**config.mk**
```make
export PLATFORM = sky130hd
export DESIGN_NAME = hazard_info_pipe
export DESIGN_NICKNAME = d
export VERILOG_FILES = /design/src/rtl/hazard_info_pipe.sv
export SDC_FILE = /design/constraint.sdc
export NUM_CORES = 1
export LEC_CHECK = 0
export BUFFER_PORTS_ARGS = -buffer_cell sky130_fd_sc_hd__buf_4
export CORE_AREA = 2 2 64 66
export DETAILED_ROUTE_END_ITERATION = 16
export DIE_AREA = 0 0 66 68
export PLACE_DENSITY = 0.76
export SKIP_CTS_REPAIR_TIMING = 1
export SYNTH_ARGS = -nofsm -noshare
export SYNTH_HDL_FRONTEND = slang
export SYNTH_SLANG_ARGS = --single-unit
```
**constraint.sdc**
```tcl
create_clock -name clk -period 2 [get_ports clk]
set_input_delay 0.4 -clock clk [delete_from_list [all_inputs] [get_ports clk]]
set_output_delay 0.4 -clock clk [all_outputs]
set_load 0.05 [all_outputs]
```
**src/rtl/hazard_info_pipe.sv**
```systemverilog
// Hazard bookkeeping for a 5-stage pipeline: carries destination/Tnew records
// through E, M and W and derives the D- and E-stage operand forward selects.
module hazard_info_pipe #(
    parameter int TNEW_W = 4
) (
    input  logic              clk,
    input  logic              reset,
    input  logic              HIP_i_Stall,
    input  logic [4:0]        HIP_i_D_Rs,
    input  logic [4:0]        HIP_i_D_Rt,
    input  logic [4:0]        HIP_i_D_WAddr,
    input  logic [TNEW_W-1:0] HIP_i_D_Tnew,
    output logic [4:0]        HIP_o_E_WAddr,
    output logic [TNEW_W-1:0] HIP_o_E_Tnew,
    output logic [4:0]        HIP_o_M_WAddr,
    output logic [TNEW_W-1:0] HIP_o_M_Tnew,
    output logic [4:0]        HIP_o_W_WAddr,
    output logic [1:0]        HIP_o_D_FwdRs,
    output logic [1:0]        HIP_o_D_FwdRt,
    output logic [1:0]        HIP_o_E_FwdRs,
    output logic [1:0]        HIP_o_E_FwdRt
);

    logic [4:0]        e_rs_q, e_rs_d;
    logic [4:0]        e_rt_q, e_rt_d;
    logic [4:0]        e_waddr_q, e_waddr_d;
    logic [TNEW_W-1:0] e_tnew_q, e_tnew_d;
    logic [4:0]        m_waddr_q, m_waddr_d;
    logic [TNEW_W-1:0] m_tnew_q, m_tnew_d;
    logic [4:0]        w_waddr_q, w_waddr_d;

    function automatic logic [TNEW_W-1:0] sat_dec(input logic [TNEW_W-1:0] n);
        logic [TNEW_W-1:0] r;
        if (n == {TNEW_W{1'b0}}) begin
            r = {TNEW_W{1'b0}};
        end else begin
            r = n - {{(TNEW_W-1){1'b0}}, 1'b1};
        end
        return r;
    endfunction

    // The youngest matching stage decides; a match whose result is not yet ready yields 0.
    function automatic logic [1:0] d_fwd(
        input logic [4:0]        r,
        input logic [4:0]        e_wa,
        input logic [TNEW_W-1:0] e_tn,
        input logic [4:0]        m_wa,
        input logic [TNEW_W-1:0] m_tn,
        input logic [4:0]        w_wa
    );
        logic [1:0] sel;
        sel = 2'd0;
        if (r == 5'd0) begin
            sel = 2'd0;
        end else if (r == e_wa) begin
            sel = (e_tn == {TNEW_W{1'b0}}) ? 2'd1 : 2'd0;
        end else if (r == m_wa) begin
            sel = (m_tn == {TNEW_W{1'b0}}) ? 2'd2 : 2'd0;
        end else if (r == w_wa) begin
            sel = 2'd3;
        end else begin
            sel = 2'd0;
        end
        return sel;
    endfunction

    function automatic logic [1:0] e_fwd(
        input logic [4:0]        r,
        input logic [4:0]        m_wa,
        input logic [TNEW_W-1:0] m_tn,
        input logic [4:0]        w_wa
    );
        logic [1:0] sel;
        sel = 2'd0;
        if (r == 5'd0) begin
            sel = 2'd0;
        end else if (r == m_wa) begin
            sel = (m_tn == {TNEW_W{1'b0}}) ? 2'd1 : 2'd0;
        end else if (r == w_wa) begin
            sel = 2'd2;
        end else begin
            sel = 2'd0;
        end
        return sel;
    endfunction

    // Next-state: E takes the D record or a bubble; M and W always advance.
    always_comb begin
        e_rs_d    = 5'd0;
        e_rt_d    = 5'd0;
        e_waddr_d = 5'd0;
        e_tnew_d  = {TNEW_W{1'b0}};
        if (HIP_i_Stall) begin
            e_rs_d    = 5'd0;
            e_rt_d    = 5'd0;
            e_waddr_d = 5'd0;
            e_tnew_d  = {TNEW_W{1'b0}};
        end else begin
            e_rs_d    = HIP_i_D_Rs;
            e_rt_d    = HIP_i_D_Rt;
            e_waddr_d = HIP_i_D_WAddr;
            e_tnew_d  = HIP_i_D_Tnew;
        end
        m_waddr_d = e_waddr_q;
        m_tnew_d  = sat_dec(e_tnew_q);
        w_waddr_d = m_waddr_q;
    end

    // Stage registers; reset wins over stall and flushes every record.
    always_ff @(posedge clk) begin
        if (reset) begin
            e_rs_q    <= 5'd0;
            e_rt_q    <= 5'd0;
            e_waddr_q <= 5'd0;
            e_tnew_q  <= {TNEW_W{1'b0}};
            m_waddr_q <= 5'd0;
            m_tnew_q  <= {TNEW_W{1'b0}};
            w_waddr_q <= 5'd0;
        end else begin
            e_rs_q    <= e_rs_d;
            e_rt_q    <= e_rt_d;
            e_waddr_q <= e_waddr_d;
            e_tnew_q  <= e_tnew_d;
            m_waddr_q <= m_waddr_d;
            m_tnew_q  <= m_tnew_d;
            w_waddr_q <= w_waddr_d;
        end
    end

    assign HIP_o_E_WAddr = e_waddr_q;
    assign HIP_o_E_Tnew  = e_tnew_q;
    assign HIP_o_M_WAddr = m_waddr_q;
    assign HIP_o_M_Tnew  = m_tnew_q;
    assign HIP_o_W_WAddr = w_waddr_q;

    assign HIP_o_D_FwdRs = d_fwd(HIP_i_D_Rs, e_waddr_q, e_tnew_q, m_waddr_q, m_tnew_q, w_waddr_q);
    assign HIP_o_D_FwdRt = d_fwd(HIP_i_D_Rt, e_waddr_q, e_tnew_q, m_waddr_q, m_tnew_q, w_waddr_q);
    assign HIP_o_E_FwdRs = e_fwd(e_rs_q, m_waddr_q, m_tnew_q, w_waddr_q);
    assign HIP_o_E_FwdRt = e_fwd(e_rt_q, m_waddr_q, m_tnew_q, w_waddr_q);

endmodule

```
# ---- Word-level counts from Yosys, hierarchy flattened
# Index checks and enable logic that the tools add are counted.
dict set report totals {
  register_bits 33
  inputBits 22
  out_inout_bits 31
  wordCells 43
}
dict set report classes {
  addsub 1
  n_eq_ne 10
  n_mux 17
  n_reduce_logical 8
}
# op count
set ops {}
lappend ops {{5-bit == test} 10}
lappend ops {{2-bit 2-to-1 mux} 15}
lappend ops {{5-bit logical NOT} 4}
lappend ops {{4-bit logical NOT} 2}
lappend ops {{2-bit OR reduction} 2}
lappend ops {{4-bit by 1-bit subtractor with 4-bit output (second input constant)} 1}
lappend ops {{1-bit 2-to-1 mux} 2}

# ---- Depth between registers and ports, before layout
# Gate-level depths: netlist of run 1.
dict set report logic_depth {
  depth_word 5
  mapped_depth 6
  depth_no_buf 6
}

# ---- Worst setup path after synthesis of run 1
# No wires, ideal clock.
dict set report synth_path {
  kind {reg-to-output}
  start {register m_waddr_q[3], in the netlist HIP_o_M_WAddr[3]}
  end {output port HIP_o_E_FwdRs[0]}
  arrival_time_ps 2358
  required_ps 1600
  path_slack_ps -758
  path_stages_with_launch 6
  path_buffers 1
  cell_sequence {dfxtp_1 clkbuf_1 xor2_1 nor3_1 nand3_1 nor3_1}
}
dict set report synth_between {
  elab_chain_len 3
}
# element line
set synth_rtl {}
lappend synth_rtl {{start: declaration} 28} ;# logic [4:0] m_waddr_q, m_waddr_d;
lappend synth_rtl {{start signal: assignment} 124} ;# m_waddr_q <= m_waddr_d;
lappend synth_rtl {{5-bit == test} 77} ;# end else if (r == m_wa) begin
lappend synth_rtl {{2-bit 2-to-1 mux} 77}
lappend synth_rtl {{2-bit 2-to-1 mux} 75} ;# if (r == 5'd0) begin
lappend synth_rtl {{end: declaration} 20} ;# output logic [1:0] HIP_o_E_FwdRs,
# Every way passes these cells.

# ---- Final worst setup path of run 1
dict set report layout_path {
  start {register m_tnew_q[3], in the netlist HIP_o_M_Tnew[3]}
  end {output port HIP_o_D_FwdRs[1]}
}
dict set report layout_between {
  elab_chain_len 5
}
# element line
set layout_rtl {}
lappend layout_rtl {{start: declaration} 29} ;# logic [TNEW_W-1:0] m_tnew_q, m_tnew_d;
lappend layout_rtl {{start signal: assignment} 117} ;# m_tnew_q <= {TNEW_W{1'b0}};
lappend layout_rtl {{start signal: assignment} 125} ;# m_tnew_q <= m_tnew_d;
lappend layout_rtl {{4-bit logical NOT} 58} ;# sel = (m_tn == {TNEW_W{1'b0}}) ? 2'd2 : 2'd0;
lappend layout_rtl {{2-bit 2-to-1 mux} 58}
lappend layout_rtl {{2-bit 2-to-1 mux} 57} ;# end else if (r == m_wa) begin
lappend layout_rtl {{2-bit 2-to-1 mux} 55} ;# end else if (r == e_wa) begin
lappend layout_rtl {{2-bit 2-to-1 mux} 53} ;# if (r == 5'd0) begin
lappend layout_rtl {{end: declaration} 18} ;# output logic [1:0] HIP_o_D_FwdRs,
# Every way passes these cells.

==> reports/metrics.cfg, run 1 <==
[sta]
report.final.slew_viol_count = 0
fin_crit_ns = 2.28
period_share_pct = 114
skew_ns = 0.00118
tns_ns = -1.08
tightestPinTransition_ns = 0.883
fmax_mhz = 439
setup_viol = 8
relSlewSlack_pct = 40.9
hold_violations = 0
fin_ws_ns = -0.279
grt_setup_unrepaired = yes

[status]
violations = setup timing
status = complete, but fails checks

[setup_path]
r2r-start = HIP_o_E_Tnew[1]
reg2reg_to = HIP_o_M_Tnew[3]
crit_arrival_ns = 1.88
required_ns = 1.60
r2r_setup_slack_ns = 0.80
r2r.worst_path.cells = 5
worstSetupStartpointType = flop
cp_max_fo = 3
endpoint_kind = output pin
crit_type = flop to output pin

[synth]
synth_top_cells_by_area = dfxtp_1 40%, xnor2_1 15%, xor2_1 12%, and2_1 7.2%, nor2b_1 3.8%
yosysMostFrequentCell = dfxtp_1
yosys_register_bits = 33
async_flop_share_pct = 0
ys_types = 28
synth_area_per_cell_um2 = 9.20
synth_nets = 203
synth_commonest_cells = 33 x dfxtp_1, 28 x xnor2_1, 22 x xor2_1
yosysSeqAreaShare_pct = 39.9
synth_top_area_share_pct = 39.9
synth-edff-count = 0
ys.flop_type = dfxtp_1
syn-instance-count = 180
synth_warnings = 0
netlist_area_um2 = 1660
synth_area_leader_cell = dfxtp_1

[detailed_routing]
antenna_left = 0
vias = 1496
routed_wirelength_um = 4290
first_iter_violations = 44
first_pass_iters = 4
post_drt_wl_per_cell_um = 14.2
drc = 0
routed_via_density = 4.95

[die]
initial_core_util_pct = 43.0
core_area_um2 = 3860
fp.dieH_um = 68
die-area_um2 = 4490
ios = 53
die_width_um = 66
rows = 23

[clocking]
clk_path_buf_depth = 2
clkTransAtPathRegs_ns = 0.06
cts_made_buffers = 5
htree_levels = 2
cts_tree = built
cts_sinks = 33
ctsRootBufferMaster = clkbuf_8
insertion_delay_ns = 0.29

[finish]
area_growth_pct = 51.4
nets = 274
stdcell_count = 302
insertedDiodeCount = 0
drive_gt1_share_pct = 48.8
multiInputGateArea_um2 = 1070
regArea_um2 = 689
fillers = 301
utilization_pct = 65.1

[global_routing]
grt_pass1_wl_um = 6200
antenna_found_initial = 0
grt_max_degree = 20
overflow = 0
grt_pass1_vias = 1334
grt_usage_pct = 19.0

[place]
gp_congestion = 0.824
place_inst = 286
dp_hpwl_um = 2920
port_buffers = 52

[hold_path]
holdCritStartpoint = HIP_i_D_WAddr[0]
hold_class = primary input to flop
hold_depth = 2
hold_end = HIP_o_E_WAddr[0]

[power_and_ir_drop]
power_mw = 1.69
power.density_nw_per_um2 = 675
p_leak_nw = 1.12
ir_drop_v = 0.000546

[run]
drv_cap = 0

[metrics by stage]
stage,setup WS [ns],hold WS (ns),area [um2]
final,-0.279,0.309,2510
after global routing,-0.323,0.304,2510
after CTS,-0.317,0.306,2350
after detailed placement,-0.132,0.458,2250
after global placement,-0.128,0.467,2250
after floorplan,-0.104,0.464,1740
[worst max path at each step]
stage / startpoint / end / slack (ns)
2_1_floorplan: HIP_o_M_Tnew[3] / HIP_o_D_FwdRs[1] / -0.10
3_3_place_gp: HIP_i_D_Rt[1] / HIP_o_D_FwdRt[0] / -0.13
3_5_place_dp: HIP_i_D_Rt[1] / HIP_o_D_FwdRt[0] / -0.13
4_1_cts: HIP_o_M_Tnew[3] / HIP_o_D_FwdRs[1] / -0.32
5_1_grt: HIP_o_M_Tnew[3] / HIP_o_D_FwdRs[1] / -0.32
6_report: HIP_o_M_Tnew[3] / HIP_o_D_FwdRs[1] / -0.28
[where the power goes]
group	switching, mW	internal [mW]	total (mW)	leakage [nW]
Combinational	0.230	0.197	0.427	0.791
Clock	0.239	0.311	0.549	0.0542
Sequential	0.0330	0.684	0.717	0.279
[sequential cells by signal, indices dropped and copies added (netlist names)]
register / cells
HIP_o_E_Tnew: 4
HIP_o_E_WAddr: 5
e_rt_q: 5
HIP_o_W_WAddr: 5
HIP_o_M_WAddr: 5
e_rs_q: 5
HIP_o_M_Tnew: 4
[critical path: stages, from the launching register on]
cell and delay (ns):
dfxtp_4 0.34, or4_4 0.55, or3_4 0.40, a21oi_4 0.14, buf_6 0.17
[cells in the final DEF, fill, tap and decap left out, types with 3 or more instances in the layout]
cell type	n
xnor2_1	28
dfxtp_1	12
nand2_1	3
nor2_1	4
o21ai_2	3
buf_4	64
clkbuf_8	7
nor2b_1	10
buf_6	9
nor3_1	9
dfxtp_2	20
and2_1	19
nand3_1	6
xor2_1	22
or4_4	3
[logic make-up after synthesis]
| logic type | synth area share, % |
|---|---|
| and+or+nand+nor | 26.0 |
| adders and majority gates | 0.755 |
| AOI/OAI and AO/OA | 4.45 |
| xor gates and xnor gates | 26.4 |
| buffers and inverters | 2.49 |
| DFF | 39.9 |
[per-layer routing]
layer | share of wire, % | GRT usage (%)
met3 | 6.1 | 5.26
met5 | 0 | 0
met2 | 49 | 32.1
met1 | 42 | 22.6
met4 | 2.9 | 8.67
[layout make-up]
type	count	share of cell area (%)
Clock inverter	1	0.200
Multi-Input combinational cell	136	42.5
Inverter	2	0.299
Clock buffer	7	3.84
Sequential cell	33	27.5
Tap cell	50	2.49
Timing Repair Buffer	73	23.2
Note: power is estimated with default switching activity, not from simulation.
==> inputs of run 2 (changes only) <==
==> constraint.sdc (replaced) <==
create_clock -name clk -period 2.7 [get_ports clk]
set_input_delay 0.54 -clock clk [delete_from_list [all_inputs] [get_ports clk]]
set_output_delay 0.54 -clock clk [all_outputs]
set_load 0.1 [all_outputs]
==> run 2 against run 1 <==
  * The run now ends clean
  * Die area is the same
  * Sequential power down 26%
  * Largest power group unchanged
  * Combinational power is 19% lower
  * Clock skew increased by 0.0027 ns
  * Global-route usage increased by 0.055 points
  * Count of clock-buffer cells in the layout did not move
  * Non-clock buffer count down 19
  * Sequential cell count did not move
  * Clock power fell by 34%
  * Critical path depth is the same
  * Utilization fell by 6.6 points
==> reports/metrics.cfg, run 2 (synthesis results as in run 1) <==
[status]
status = complete, no violations

[hold_path]
holdCritStartpoint = HIP_i_D_WAddr[0]
hold_class = primary input to flop

[run]
drv_cap = 0  ; unchanged

[die]
rows = 23  ; unchanged
initial_core_util_pct = 43.0  ; unchanged
die_width_um = 66  ; unchanged
fp.dieH_um = 68  ; unchanged
ios = 53  ; unchanged
die-area_um2 = 4490  ; unchanged
core_area_um2 = 3860  ; unchanged

[detailed_routing]
drc = 0  ; unchanged
first_pass_iters = 4  ; unchanged
routed_wirelength_um = 3860  ; -10%
post_drt_wl_per_cell_um = 13.7  ; -3.7%
antenna_left = 0  ; unchanged
first_iter_violations = 47  ; +6.8%
vias = 1349  ; -9.8%
routed_via_density = 4.78  ; -3.4%

[clocking]
insertion_delay_ns = 0.28  ; about the same
ctsRootBufferMaster = clkbuf_8
clkTransAtPathRegs_ns = 0.06  ; about the same
cts_sinks = 33  ; unchanged
htree_levels = 2  ; unchanged
cts_made_buffers = 5  ; unchanged
cts_tree = built
clk_path_buf_depth = 2  ; unchanged

[sta]
period_share_pct = 97.9
report.final.slew_viol_count = 0  ; unchanged
skew_ns = 0.00389  ; +0.00272 ns
fin_crit_ns = 2.64
grt_setup_unrepaired = no
hold_violations = 0  ; unchanged
relSlewSlack_pct = 59.7  ; +19 points
setup_viol = 0  ; -8
fin_hold_ws_ns = 0.456  ; +0.147 ns
tns_ns = 0  ; +1.08 ns
tightestPinTransition_ns = 0.599  ; -0.284 ns
fmax_mhz = 378

[setup_path]
r2r-start = HIP_o_E_Tnew[0]
crit_arrival_ns = 2.10  ; +0.22 ns
r2r_setup_slack_ns = 1.53  ; +0.73 ns
required_ns = 2.16  ; +0.56 ns
worstSetupStartpointType = flop
endpoint_kind = output pin
cp_max_fo = 4  ; +1
startpoint = HIP_o_M_Tnew[1]
crit_type = flop to output pin

[power_and_ir_drop]
power_mw = 1.24  ; -27%
p_leak_nw = 0.995  ; -12%
power.density_nw_per_um2 = 549  ; -19%
ir_drop_v = 0.000391  ; -28%

[global_routing]
grt_max_degree = 20  ; unchanged
grt_pass1_wl_um = 6370  ; +2.8%
overflow = 0  ; unchanged
grt_usage_pct = 19.0  ; +0.055 points
antenna_found_initial = 0  ; unchanged
grt_pass1_vias = 1366  ; +2.4%

[place]
place_inst = 275  ; -3.8%
gp_congestion = 0.813  ; -1.4%
port_buffers = 52  ; unchanged
dp_hpwl_um = 2940  ; +0.70%

[finish]
drive_gt1_share_pct = 34.5  ; -14 points
nets = 255  ; -6.9%
layout_commonest_cell = buf_4
insertedDiodeCount = 0  ; unchanged
area_growth_pct = 36.2
stdcell_count = 282  ; -6.6%
utilization_pct = 58.5  ; -6.6 points
mostFrequentLayoutCells = 54 x buf_4, 28 x xnor2_1, 22 x xor2_1

==> run 2: changes by cell type in the layout (fill, tap and decap cells not counted), sizes merged <==
| cell | previous run | this run |
|---|---|---|
| buf | 73 | 54 |
| clkinv | 1 | 0 |
==> run 2: final timing paths <==
| check | end | cells past startpoint |
|---|---|---|
| max | HIP_o_D_FwdRs[1] | 4 |
| min | HIP_o_E_WAddr[0] | 2 |
| max reg2reg | HIP_o_M_Tnew[1] | 5 |
| min reg2reg | HIP_o_M_Tnew[0] | 1 |
==> run 2: where the power goes <==
part / internal, mW / switching [mW] / total (mW) / leakage, nW
Clock: 0.202 / 0.163 / 0.365 / 0.0443
Sequential: 0.507 / 0.0236 / 0.530 / 0.275
Combinational: 0.111 / 0.234 / 0.344 / 0.675
Total: 0.819 / 0.420 / 1.24 / 0.995
==> run 2: stage by stage <==
| step | setup slack, ns | cell area, um2 |
|---|---|---|
| 4_1_cts | 0.0436 | 2260 |
| 6_report | 0.0558 | 2260 |
| 3_5_place_dp | 0.196 | 2170 |
| 2_1_floorplan | 0.00303 | 1740 |
| 3_3_place_gp | 0.219 | 2170 |
| 5_1_grt | 0.00335 | 2260 |
==> run 2: area by class of cell <==
class                   instances  area, um2
repair buffers                 54        405
well taps                      50       62.6
multi-input cells             136       1020
fillers                       361       1600
inverters                       2       7.51
clock buffers                   7       86.3
flip-flops and latches         33        676
==> run 2: critical path: stages, from the launching register on <==
cell,delay (ns)
dfxtp_2,0.32
or4_4,0.60
or3_1,0.45
a21oi_4,0.15
buf_4,0.30
==> run 2: metal layers <==
| metal | global-route usage (%) | vias to the layer above | wire length (um) |
|---|---|---|---|
| li1 | - | 692 | - |
| met1 | 24.7 | 614 | 1760 |
| met2 | 31.7 | 38 | 1840 |
| met3 | 4.77 | 5 | 214 |
| met4 | 5.36 | 0 | 46 |
| met5 | 0 | - | 0 |
